<file path="config.mk">
export PLATFORM = sky130hd
export DESIGN_NAME = lvds_rx_aligner
export DESIGN_NICKNAME = d
export VERILOG_FILES = /design/src/rtl/lvds_rx_aligner.sv
export SDC_FILE = /design/constraint.sdc
export NUM_CORES = 1
export LEC_CHECK = 0
export CORE_MARGIN = 2
export CORE_UTILIZATION = 40
export CTS_CLUSTER_DIAMETER = 30
export DETAILED_ROUTE_END_ITERATION = 10
export HOLD_SLACK_MARGIN = 0.08
export PLACE_DENSITY_LB_ADDON = 0.25
export SLEW_MARGIN = 15
export SYNTH_ARGS = -nofsm -noshare
export SYNTH_HDL_FRONTEND = slang
export SYNTH_SLANG_ARGS = --single-unit
</file>
<file path="constraint.sdc">
create_clock -name clk -period 4.35 [get_ports clk]
set_clock_uncertainty 0.1 [all_clocks]
set_input_delay 0.87 -clock clk [delete_from_list [all_inputs] [get_ports clk]]
set_output_delay 0.87 -clock clk [all_outputs]
set_load 0.1 [all_outputs]
</file>
<file path="src/rtl/lvds_rx_aligner.sv">
// rtl/lvds_rx_aligner.sv - LVDS deserializer word-boundary aligner (bitslip hunt + lock)
module lvds_rx_aligner #(
    parameter logic [7:0] TRAIN_PATTERN = 8'h0F,
    parameter int         LOCK_COUNT    = 16,
    parameter int         SETTLE_CYCLES = 4,
    parameter int         MAX_SLIPS     = 8
) (
    input  logic       clk,
    input  logic       rst_n,
    input  logic       en,
    input  logic       realign,
    input  logic [7:0] rx_data,
    output logic       rx_data_align,
    output logic [7:0] data_out,
    output logic       data_valid,
    output logic       aligned,
    output logic       align_err,
    output logic [3:0] slip_cnt
);

    typedef enum logic [2:0] {
        IDLE,
        CHECK,
        SLIP,
        SETTLE,
        LOCKED,
        FAIL
    } state_t;

    localparam logic [7:0] LOCK_CNT_L  = 8'(LOCK_COUNT);
    localparam logic [3:0] SETTLE_LAST = 4'(SETTLE_CYCLES - 1);
    localparam logic [3:0] MAX_SLIPS_L = 4'(MAX_SLIPS);

    state_t     state, state_nxt;
    logic       run_q;
    logic [7:0] match_cnt, match_nxt, match_inc;
    logic [3:0] settle_cnt, settle_nxt;
    logic       slip_phase, slip_phase_nxt;
    logic [3:0] slip_nxt;
    logic [7:0] data_out_nxt;
    logic       align_nxt, valid_nxt, aligned_nxt, err_nxt;

    always_ff @(posedge clk or negedge rst_n) begin
        if (!rst_n) begin
            run_q         <= 1'b0;
            state         <= IDLE;
            match_cnt     <= 8'h00;
            settle_cnt    <= 4'h0;
            slip_phase    <= 1'b0;
            rx_data_align <= 1'b0;
            data_out      <= 8'h00;
            data_valid    <= 1'b0;
            aligned       <= 1'b0;
            align_err     <= 1'b0;
            slip_cnt      <= 4'h0;
        end else begin
            run_q         <= 1'b1;
            state         <= state_nxt;
            match_cnt     <= match_nxt;
            settle_cnt    <= settle_nxt;
            slip_phase    <= slip_phase_nxt;
            rx_data_align <= align_nxt;
            data_out      <= data_out_nxt;
            data_valid    <= valid_nxt;
            aligned       <= aligned_nxt;
            align_err     <= err_nxt;
            slip_cnt      <= slip_nxt;
        end
    end

    always_comb begin
        state_nxt      = state;
        match_nxt      = match_cnt;
        match_inc      = match_cnt + 8'd1;
        settle_nxt     = settle_cnt;
        slip_phase_nxt = 1'b0;
        slip_nxt       = slip_cnt;

        // run_q holds the FSM in IDLE for the first edge after reset release
        if (!run_q || !en) begin
            state_nxt = IDLE;
        end else if (realign && state != IDLE) begin
            state_nxt = IDLE;
        end else begin
            case (state)
                IDLE: begin
                    state_nxt = CHECK;
                    match_nxt = 8'h00;
                end
                CHECK: begin
                    if (rx_data == TRAIN_PATTERN) begin
                        if (match_inc >= LOCK_CNT_L) begin
                            match_nxt = LOCK_CNT_L;
                            state_nxt = LOCKED;
                        end else begin
                            match_nxt = match_inc;
                        end
                    end else begin
                        match_nxt = 8'h00;
                        if (slip_cnt < MAX_SLIPS_L) begin
                            state_nxt = SLIP;
                            slip_nxt  = slip_cnt + 4'd1;
                        end else begin
                            state_nxt = FAIL;
                        end
                    end
                end
                SLIP: begin
                    if (!slip_phase) begin
                        slip_phase_nxt = 1'b1;
                    end else begin
                        state_nxt  = SETTLE;
                        settle_nxt = 4'h0;
                    end
                end
                SETTLE: begin
                    if (settle_cnt == SETTLE_LAST) begin
                        state_nxt = CHECK;
                        match_nxt = 8'h00;
                    end else begin
                        settle_nxt = settle_cnt + 4'd1;
                    end
                end
                LOCKED: state_nxt = LOCKED;
                FAIL:   state_nxt = FAIL;
                default: state_nxt = IDLE;
            endcase
        end

        if (state_nxt == IDLE) begin
            slip_nxt  = 4'h0;
            match_nxt = 8'h00;
        end

        align_nxt   = (state_nxt == SLIP);
        aligned_nxt = (state_nxt == LOCKED);
        err_nxt     = (state_nxt == FAIL);
        // payload is only captured while staying locked, so data_out freezes otherwise
        valid_nxt    = (state == LOCKED) && (state_nxt == LOCKED);
        data_out_nxt = valid_nxt ? rx_data : data_out;
    end

endmodule
</file>
==> results_dict.tcl, run 1 <==
set metrics [dict create \
    yosys.area_share.simple_pct 21.4 \
    starting_utilization_of_the_core_area_pct 41.3 \
    synth_adder_area_share_pct 2.29 \
    routed_wirelength_um 3440 \
    h-tree-depth 2 \
    cts-hold-fix-buffers 0 \
    register_bit_total_from_synthesis 33 \
    core_box_area_sq_um 3970 \
    antenna_cells_inserted 0 \
    detailed_place_hpwl_um 2520 \
    path_class "in -> reg" \
    power_leakage_nw 0.852 \
    hold_path_end "data_out[0]" \
    drc 0 \
    postPlaceCellArea_sq_um 1960 \
    outcome "finished, final reports clean" \
    synth.yosys.seq_area_share_pct 50.3 \
    timing.critical_path.cells "clkdlybuf4s50_1 > nor4_1 > and2_2 > o2111ai_1 > or3_1 > a31oi_1" \
    post_synth_instance_area_sq_um 1640 \
    proportion_of_layout_cells_with_a_drive_suffix_above_1_pct 14.0 \
    rr_startpoint "state[0]" \
    worst_ir_drop_vdd_uv 145 \
    fin_hold_ws_ns 0.406 \
    crit_path_start_kind "input pin" \
    grt_antenna_before_repair 0 \
    drt_iter0_markers 71 \
    die_outline_area_sq_um 4630 \
    synthCells 148 \
    critical-path-max-stage-delay_ns 0.66 \
    postRouteAntennaNets 0 \
    postSynth.topFlopCell "sky130_fd_sc_hd__dfrtp_1" \
    cpLargestDelayFamily "simple AND/OR/NAND/NOR gates" \
    clock_insertion_delay_worst_skew_ns 0.28 \
    cts_setup_buffers 0 \
    die_w_um 68.0 \
    timing.reg2reg.setup_slack_ns 1.94 \
    flow.area_growth_from_synthesis_pct 24.6 \
    routabilityCongestion 0.827 \
    yosysWarnings 0 \
    maximum_capacitance_violations 0 \
    average_wire_per_cell_in_the_routed_design_um 15.0 \
    track_usage_pct 17.0 \
    buffers_from_clock_root_to_sink_at_most 2 \
    io_buffer_count 27 \
    post_synth.cell_area_avg_sq_um 11.1 \
    synth_cell_types 51 \
    report.final.hold_viol_count 0 \
    max_freq_mhz 349 \
    worst-slew-pin-transition_ns 0.979 \
    io_pins 28 \
    min_path_cells 1 \
    p_total_mw 0.599 \
    cts_buffers 5 \
    post_synth_mux_area_share_pct 6.71 \
    r2r_end "settle_cnt[1]" \
    rr_worst_depth 5 \
    hp-start "data_out[0]" \
    count_of_vias_placed_by_the_detailed_router 1240 \
    grt_pass1_vias 1235 \
    floorplan.die.height_um 68.0 \
    slew_viol_final 0 \
    path_buf_inv 1 \
    vias_per_cell 5.41 \
    setup_viol 0 \
    grt_setup_unrepaired "no" \
    ys_async_rst_share_pct 100 \
    fin_tns_setup_ns 0 \
    cp_data_required_time_ns 4.43 \
    cts.sinks 33 \
    quantity_of_gates_resized_following_cts 0 \
    synth_nets 163 \
    compound_gate_fraction_of_synth_area_pct 13.5 \
    slowest_stage "sky130_fd_sc_hd__nor4_1" \
    finish.net_count 194 \
    timing.critical_path.fanout_max 5 \
    synth-xor-area-share_pct 3.20 \
    first_pass_iters 4 \
    layout.cell_area.non_filler_sq_um 2040 \
    root_buffer "sky130_fd_sc_hd__clkbuf_8" \
    cp_data_arrival_time_ns 2.95 \
    max_slew_margin_pct 34.5 \
    largest_net_degree_at_the_start_of_global_routing 34 \
    fp-row-count 23 \
    min-delay-path-class "reg -> reg" \
    synth_enable_flop_cells 0 \
    power-per-cell-area_nw_per_um2 293 \
    grt_overflow 0 \
    clk_pin_slew_worst_paths_ns 0.06 \
    combinational_family_with_the_most_area_after_synthesis "simple AND/OR/NAND/NOR gates" \
    wire_length_of_the_first_global_routing_pass_um 5740 \
    min_period_ns 2.87 \
    tritoncts_clock_tree "yes" \
    final.period_utilization_pct 65.9 \
    kind_of_end_point_of_the_critical_path "flop" \
]
## per-stage QoR
step / utilization, % / instances / setup WS [ns]
6_report: 51.4 / 229 / 1.48
5_1_grt: 51.4 / 229 / 1.32
4_1_cts: 51.4 / 229 / 1.49
3_5_place_dp: 49.3 / 222 / 1.18
3_3_place_gp: 49.3 / 222 / 1.25
2_1_floorplan: - / 148 / 1.88
## Yosys cell counts, types with 2 or more instances
master / instances / area share [%]
sky130_fd_sc_hd__mux2_2: 8 / 5.5
sky130_fd_sc_hd__nor3_1: 2 / 0.61
sky130_fd_sc_hd__nand3_1: 3 / 0.92
sky130_fd_sc_hd__mux2i_1: 2 / 1.2
sky130_fd_sc_hd__nor4_1: 3 / 1.1
sky130_fd_sc_hd__a22o_1: 2 / 1.1
sky130_fd_sc_hd__nor2_1: 11 / 2.5
sky130_fd_sc_hd__a21oi_1: 4 / 1.2
sky130_fd_sc_hd__nand4_1: 4 / 1.5
sky130_fd_sc_hd__nor3b_1: 3 / 1.4
sky130_fd_sc_hd__o21ai_0: 6 / 1.8
sky130_fd_sc_hd__and2_1: 4 / 1.5
sky130_fd_sc_hd__a32oi_1: 2 / 1.1
sky130_fd_sc_hd__xor2_1: 3 / 1.6
sky130_fd_sc_hd__nand2_1: 15 / 3.4
sky130_fd_sc_hd__dfrtp_1: 33 / 50
sky130_fd_sc_hd__ha_1: 3 / 2.3
sky130_fd_sc_hd__inv_1: 4 / 0.92
sky130_fd_sc_hd__xnor2_1: 3 / 1.6
sky130_fd_sc_hd__a31oi_1: 2 / 0.76
## flip-flops by register name, indices dropped and copies added (netlist names)
signal / count
slip_phase: 1
align_err: 1
aligned: 1
run_q: 1
state: 3
data_valid: 1
match_cnt: 8
rx_data_align: 1
slip_cnt: 4
data_out: 8
settle_cnt: 4
## per-layer routing
metal  vias up  GRT usage (%)  wire length (um)
met1       597           19.5              1470
met3         6           6.09               220
li1        598              -                 -
met5         -              0                 0
met2        39           29.2              1700
met4         0           5.75                39
## cell families after synthesis
logic type | after synthesis
AND/OR/NAND/NOR | 59
AO/OA/AOI/OAI | 28
flip-flops | 33
adder cells (fa/ha/maj) | 3
multiplexers | 10
other | 1
buffers and inverters | 8
XOR/XNOR | 6
## worst max path at each step
stage | end | slack, ns | start | cells after the start
after global routing | align_err | 1.32 | rx_data[5] | 6
final | match_cnt[3] | 1.48 | rx_data[5] | 6
after global placement | match_cnt[3] | 1.25 | rx_data[5] | 6
after detailed placement | match_cnt[3] | 1.18 | rx_data[5] | 6
after CTS | match_cnt[3] | 1.49 | rx_data[5] | 6
after floorplan | match_cnt[3] | 1.88 | rx_data[5] | 5
## power by group
part | internal (mW) | switching, mW | total, mW | leakage, nW
Clock | 0.125 | 0.103 | 0.228 | 0.0443
Sequential | 0.312 | 0.00862 | 0.321 | 0.458
Combinational | 0.0230 | 0.0269 | 0.0499 | 0.351
Total | 0.460 | 0.138 | 0.599 | 0.852
## cell usage in the layout, fill, tap and decap left out, types with 4 or more instances in the layout
master and n:
sky130_fd_sc_hd__a21oi_1 4, sky130_fd_sc_hd__and2_1 4, sky130_fd_sc_hd__clkbuf_8 6, sky130_fd_sc_hd__clkdlybuf4s50_1 27
sky130_fd_sc_hd__dfrtp_1 33, sky130_fd_sc_hd__inv_1 4, sky130_fd_sc_hd__mux2_2 8, sky130_fd_sc_hd__nand2_1 15
sky130_fd_sc_hd__nand4_1 4, sky130_fd_sc_hd__nor2_1 11, sky130_fd_sc_hd__o21ai_0 6
## final cells by class
class	count	area (sq um)
well taps	50	62.6
inverters	4	15.0
fillers	357	1930
flip-flops and latches	33	826
repair buffers	28	278
clock buffers	7	86.3
multi-input cells	107	776
Power figures use the tool's default switching activity.
==> run 2: changes to the inputs <==
Clock period 4.35 ns to 2.3 ns, I/O delays scaled along.
==> run 2 against run 1 <==
Effect of this change: clock-buffer cell count fell by 1; setup slack got worse by 1.3 ns; critical path type is now reg -> reg; first-iteration DRC count down 23%; via count grew 6.6%; global-route usage increased by 0.23 points; design area rose by 2.0%; critical path depth unchanged; routed wire length up 5.3%; clock power increased by 83%; combinational power up 110%; cell count rose by 5.2%; sequential share of layout area shrank 0.72 points.
==> results_dict.tcl, run 2 (synthesized netlist as in run 1, its figures left out) <==
set metrics [dict create \
    io_pins 28 \
    multi_input_area_sq_um 776 \
    cts.sinks 33 \
    routed_wirelength_um 3620 \
    cts_buffers 5 \
    power-per-cell-area_nw_per_um2 541 \
    reg_top3 "data_out: 8 flops, match_cnt: 8 flops" \
    root_buffer "sky130_fd_sc_hd__clkbuf_8" \
    grt_overflow 0 \
    r2r_end "match_cnt[3]" \
    h-tree-depth 2 \
    rr_startpoint "match_cnt[0]" \
    slew_viol_final 0 \
    detailed_place_hpwl_um 2730 \
    hold_path_end "data_out[0]" \
    average_wire_per_cell_in_the_routed_design_um 15.0 \
    buffers_from_clock_root_to_sink_at_most 2 \
    min-delay-path-class "reg -> reg" \
    setup_viol 0 \
    routabilityCongestion 0.816 \
    cp_data_required_time_ns 2.41 \
    antenna_cells_inserted 0 \
    kind_of_end_point_of_the_critical_path "flop" \
    report.final.hold_viol_count 0 \
    commonest_cells_after_routing_fill_and_taps_aside "sky130_fd_sc_hd__dfrtp_1 (32), sky130_fd_sc_hd__buf_4 (28), sky130_fd_sc_hd__nand2_1 (15), sky130_fd_sc_hd__nor2_1 (11), sky130_fd_sc_hd__clkdlybuf4s50_1 (11)" \
    proportion_of_layout_cells_with_a_drive_suffix_above_1_pct 28.3 \
    count_of_vias_placed_by_the_detailed_router 1322 \
    crit_path_start_kind "flop" \
    largest_net_degree_at_the_start_of_global_routing 34 \
    power_leakage_nw 0.941 \
    path_class "reg -> reg" \
    max_freq_mhz 463 \
    postRouteAntennaNets 0 \
    worst_ir_drop_vdd_uv 316 \
    min_period_ns 2.16 \
    flow.area_growth_from_synthesis_pct 27.0 \
    vias_per_cell 5.49 \
    cts_setup_buffers 0 \
    cts-hold-fix-buffers 0 \
    floorplan.die.height_um 68.0 \
    core_box_area_sq_um 3970 \
    hp-start "data_out[0]" \
    fp-row-count 23 \
    tritoncts_clock_tree "yes" \
    cp_data_arrival_time_ns 2.27 \
    clock_insertion_delay_worst_skew_ns 0.29 \
    finish.net_count 205 \
    grt_antenna_before_repair 0 \
    clk_pin_slew_worst_paths_ns 0.07 \
    first_pass_iters 4 \
    io_buffer_count 27 \
    launch_point_of_the_critical_path "match_cnt[0]" \
    max_slew_margin_pct 57.8 \
    starting_utilization_of_the_core_area_pct 41.3 \
    drc 0 \
    quantity_of_gates_resized_following_cts 0 \
    die_w_um 68.0 \
    worst-slew-pin-transition_ns 0.628 \
    track_usage_pct 17.2 \
    die_outline_area_sq_um 4630 \
    final_common_cell "sky130_fd_sc_hd__dfrtp_1" \
    final.period_utilization_pct 93.9 \
    final_core_util_pct 52.5 \
    min_path_cells 1 \
    wire_length_of_the_first_global_routing_pass_um 5840 \
    fillCellCount 370 \
    timing.reg2reg.setup_slack_ns 0.14 \
    grt_pass1_vias 1336 \
    grt_setup_unrepaired "no" \
    maximum_capacitance_violations 0 \
    seq_area_sq_um 827 \
    outcome "finished, final reports clean" \
    rr_worst_depth 6 \
    fin_tns_setup_ns 0 \
    timing.critical_path.fanout_max 4 \
    drt_iter0_markers 55 \
]
[run 2: cell count changes in the layout (fill, tap and decap cells not counted), sizes merged]
| cell | change |
|---|---|
| buf | +27 |
| clkdlybuf4s50 | -16 |
| clkinv | +2 |
| clkbuf | -1 |
[run 2: cell type report]
class,count,area share (%)
Clock buffer,6,3.48
Clock inverter,2,0.480
Inverter,4,0.721
Multi-Input combinational cell,107,37.2
Sequential cell,33,39.7
Tap cell,50,3.00
Timing Repair Buffer,39,15.4
[run 2: stage by stage]
stage	cells	setup WS [ns]	hold WS [ns]	total power, mW	instance area (sq um)
floorplan	148	0.183	0.0644	0.665	1640
global placement	233	-0.0529	0.391	0.715	2000
detailed placement	233	-0.0718	0.398	0.720	2000
CTS	241	0.154	0.412	1.14	2080
global route	241	0.00918	0.420	1.19	2080
finish	241	0.141	0.407	1.13	2080
[run 2: layer usage]
metal	track usage, %	wire (um)	vias to the layer above
li1	-	-	625
met3	4.93	235	7
met5	0	0	-
met1	19.3	1560	648
met2	30.7	1750	42
met4	6.75	62	0
[run 2: power by group]
| part | switching (mW) | total (mW) | internal [mW] |
|---|---|---|---|
| combinational | 0.0551 | 0.105 | 0.0503 |
| sequential | 0.0127 | 0.603 | 0.590 |
| clock | 0.209 | 0.418 | 0.209 |
| total | 0.276 | 1.13 | 0.850 |
[run 2: worst max-delay path by stage]
stage,cells after the start,to
floorplan,5,slip_cnt[2]
global placement,7,match_cnt[3]
detailed placement,7,match_cnt[3]
CTS,6,match_cnt[3]
global route,6,match_cnt[3]
finish,6,match_cnt[3]
[run 2: critical path: stages, from the launching register on]
cell and delay (ns):
sky130_fd_sc_hd__dfrtp_1 0.41, sky130_fd_sc_hd__ha_1 0.26, sky130_fd_sc_hd__a311o_2 0.39, sky130_fd_sc_hd__o21ai_0 0.18
sky130_fd_sc_hd__o2111ai_1 0.24, sky130_fd_sc_hd__or3_1 0.35, sky130_fd_sc_hd__a31oi_1 0.16
==> run 3: changes to the inputs <==
Settings changed: CORE_UTILIZATION 40 to 47, SKIP_LAST_GASP set to 1.
==> run 3 against run 2 <==
Effect of this change: highest routed layer unchanged; core utilization is 8.6 points higher; fmax is 0.34% higher; sequential share of layout area is 0.88 points higher; global-route usage is 2.0 points higher; clock power is 26% lower; worst hold slack better by 0.0082 ns; non-clock buffer count is 2 lower.
==> results_dict.tcl, run 3 (synthesized netlist as in run 1, its figures left out) <==
set metrics [dict create \
    outcome "finished, final reports clean" \
    kind_of_end_point_of_the_critical_path "flop" \
    finish.net_count 203 \
    grt_pass1_vias 1329 \
    io_pins 28 \
    cts_buffers 5 \
    first_pass_iters 4 \
    cts-hold-fix-buffers 0 \
    cp_data_required_time_ns 2.46 \
    power_leakage_nw 0.918 \
    post-route-worst-setup-slack_ns 0.148 \
    slew_viol_final 0 \
    worst_ir_drop_vdd_uv 385 \
    buffers_from_clock_root_to_sink_at_most 2 \
    min_period_ns 2.15 \
    power-per-cell-area_nw_per_um2 497 \
    flow.area_growth_from_synthesis_pct 24.3 \
    average_wire_per_cell_in_the_routed_design_um 14.6 \
    die_outline_area_sq_um 3980 \
    routabilityCongestion 0.830 \
    largest_net_degree_at_the_start_of_global_routing 34 \
    vias_per_cell 5.52 \
    grt_antenna_before_repair 0 \
    postRouteAntennaNets 0 \
    critical-path-max-stage-delay_ns 0.42 \
    fp-row-count 21 \
    dpl_worst_slack_ns -0.0886 \
    cts.sinks 33 \
    tritoncts_clock_tree "yes" \
    final.period_utilization_pct 93.6 \
    proportion_of_layout_cells_with_a_drive_suffix_above_1_pct 28.0 \
    routed_wirelength_um 3430 \
    track_usage_pct 19.2 \
    drt_iter0_markers 34 \
    fillCellCount 295 \
    timing.critical_path.fanout_max 4 \
    die_w_um 63.1 \
    path_buf_inv 0 \
    antenna_cells_inserted 0 \
    seqPwrFrac_pct 59.5 \
    clock_insertion_delay_worst_skew_ns 0.34 \
    report.final.hold_viol_count 0 \
    setup_viol 0 \
    drc 0 \
    p_switching_mw 0.258 \
    grt_overflow 0 \
    reg_top3 "data_out: 8 flops, match_cnt: 8 flops" \
    cpLargestDelayFamily "compound AO/OA/AOI/OAI gates" \
    count_of_vias_placed_by_the_detailed_router 1298 \
    h-tree-depth 2 \
    root_buffer "sky130_fd_sc_hd__clkbuf_4" \
    starting_utilization_of_the_core_area_pct 49.2 \
    crit_path_start_kind "flop" \
    pwr-share-clk_pct 30.3 \
    floorplan.die.height_um 63.1 \
    max_freq_mhz 465 \
    commonest_cells_after_routing_fill_and_taps_aside "sky130_fd_sc_hd__dfrtp_1 (32), sky130_fd_sc_hd__buf_4 (26), sky130_fd_sc_hd__nand2_1 (15), sky130_fd_sc_hd__nor2_1 (11), sky130_fd_sc_hd__clkdlybuf4s50_1 (11)" \
    internal_power_mw 0.755 \
    cp_data_arrival_time_ns 2.31 \
    final_common_cell "sky130_fd_sc_hd__dfrtp_1" \
    grt_setup_unrepaired "no" \
    relative_contribution_of_combinational_cells_to_total_power_pct 10.2 \
    detailed_place_hpwl_um 2550 \
    cts_setup_buffers 0 \
    core_box_area_sq_um 3340 \
    switching_share_pct 25.5 \
    clk_pin_slew_worst_paths_ns 0.10 \
    io_buffer_count 27 \
    path_class "reg -> reg" \
    slowest_stage "sky130_fd_sc_hd__dfrtp_1" \
    quantity_of_gates_resized_following_cts 0 \
    min-delay-path-class "in -> async" \
    final_core_util_pct 61.1 \
    maximum_capacitance_violations 0 \
    fin_hold_ws_ns 0.415 \
    wire_length_of_the_first_global_routing_pass_um 6010 \
    timing.critical_path.cells "ha_1 > a311o_2 > o21ai_0 > o2111ai_1 > or3_1 > a31oi_1" \
]
-- run 3: final cells by class --
| cell class | instances | area (sq um) | area share, % |
|---|---|---|---|
| clock buffer | 6 | 41.3 | 2.03 |
| inverter | 4 | 15.0 | 0.737 |
| multi-input combinational | 107 | 782 | 38.4 |
| clock inverter | 2 | 10.0 | 0.491 |
| sequential | 33 | 827 | 40.6 |
| timing repair buffer | 37 | 305 | 15.0 |
| tap | 46 | 57.6 | 2.82 |
-- run 3: per-layer routing --
metal	global-route usage, %	share of wire [%]	up-vias
met1	23.7	44	636
met4	6.11	1.5	0
li1	-	-	621
met5	0	0	-
met3	6.07	6.1	5
met2	32.0	49	36
-- run 3: final timing paths --
check | endpoint | start | cells after the start | slack [ns]
min reg2reg | data_out[3] | data_out[3] | 1 | 0.42
max | match_cnt[3] | match_cnt[0] | 6 | 0.15
min in group clk | data_out[3] | data_out[3] | 1 | 0.42
max in group asynchronous | slip_cnt[3] | rst_n | 2 | 1.36
min | state[2] | rst_n | 2 | 0.42
max reg2reg | match_cnt[3] | match_cnt[0] | 6 | 0.15
-- run 3: power by group through the flow --
stage / registers [mW] / logic, mW / clock network, mW
detailed placement: 0.614 / 0.105 / 0
CTS: 0.603 / 0.105 / 0.320
global route: 0.605 / 0.115 / 0.347
global placement: 0.613 / 0.101 / 0
finish: 0.603 / 0.103 / 0.308
floorplan: 0.614 / 0.0510 / 0
-- run 3: stage by stage --
stage / area (sq um) / instances / TNS [ns] / power [mW]
final: 2040 / 235 / 0 / 1.01
after global routing: 2040 / 235 / 0 / 1.07
after CTS: 2030 / 235 / 0 / 1.03
after detailed placement: 1980 / 227 / -0.196 / 0.719
after global placement: 1980 / 227 / -0.0564 / 0.714
after floorplan: 1640 / 148 / 0 / 0.665
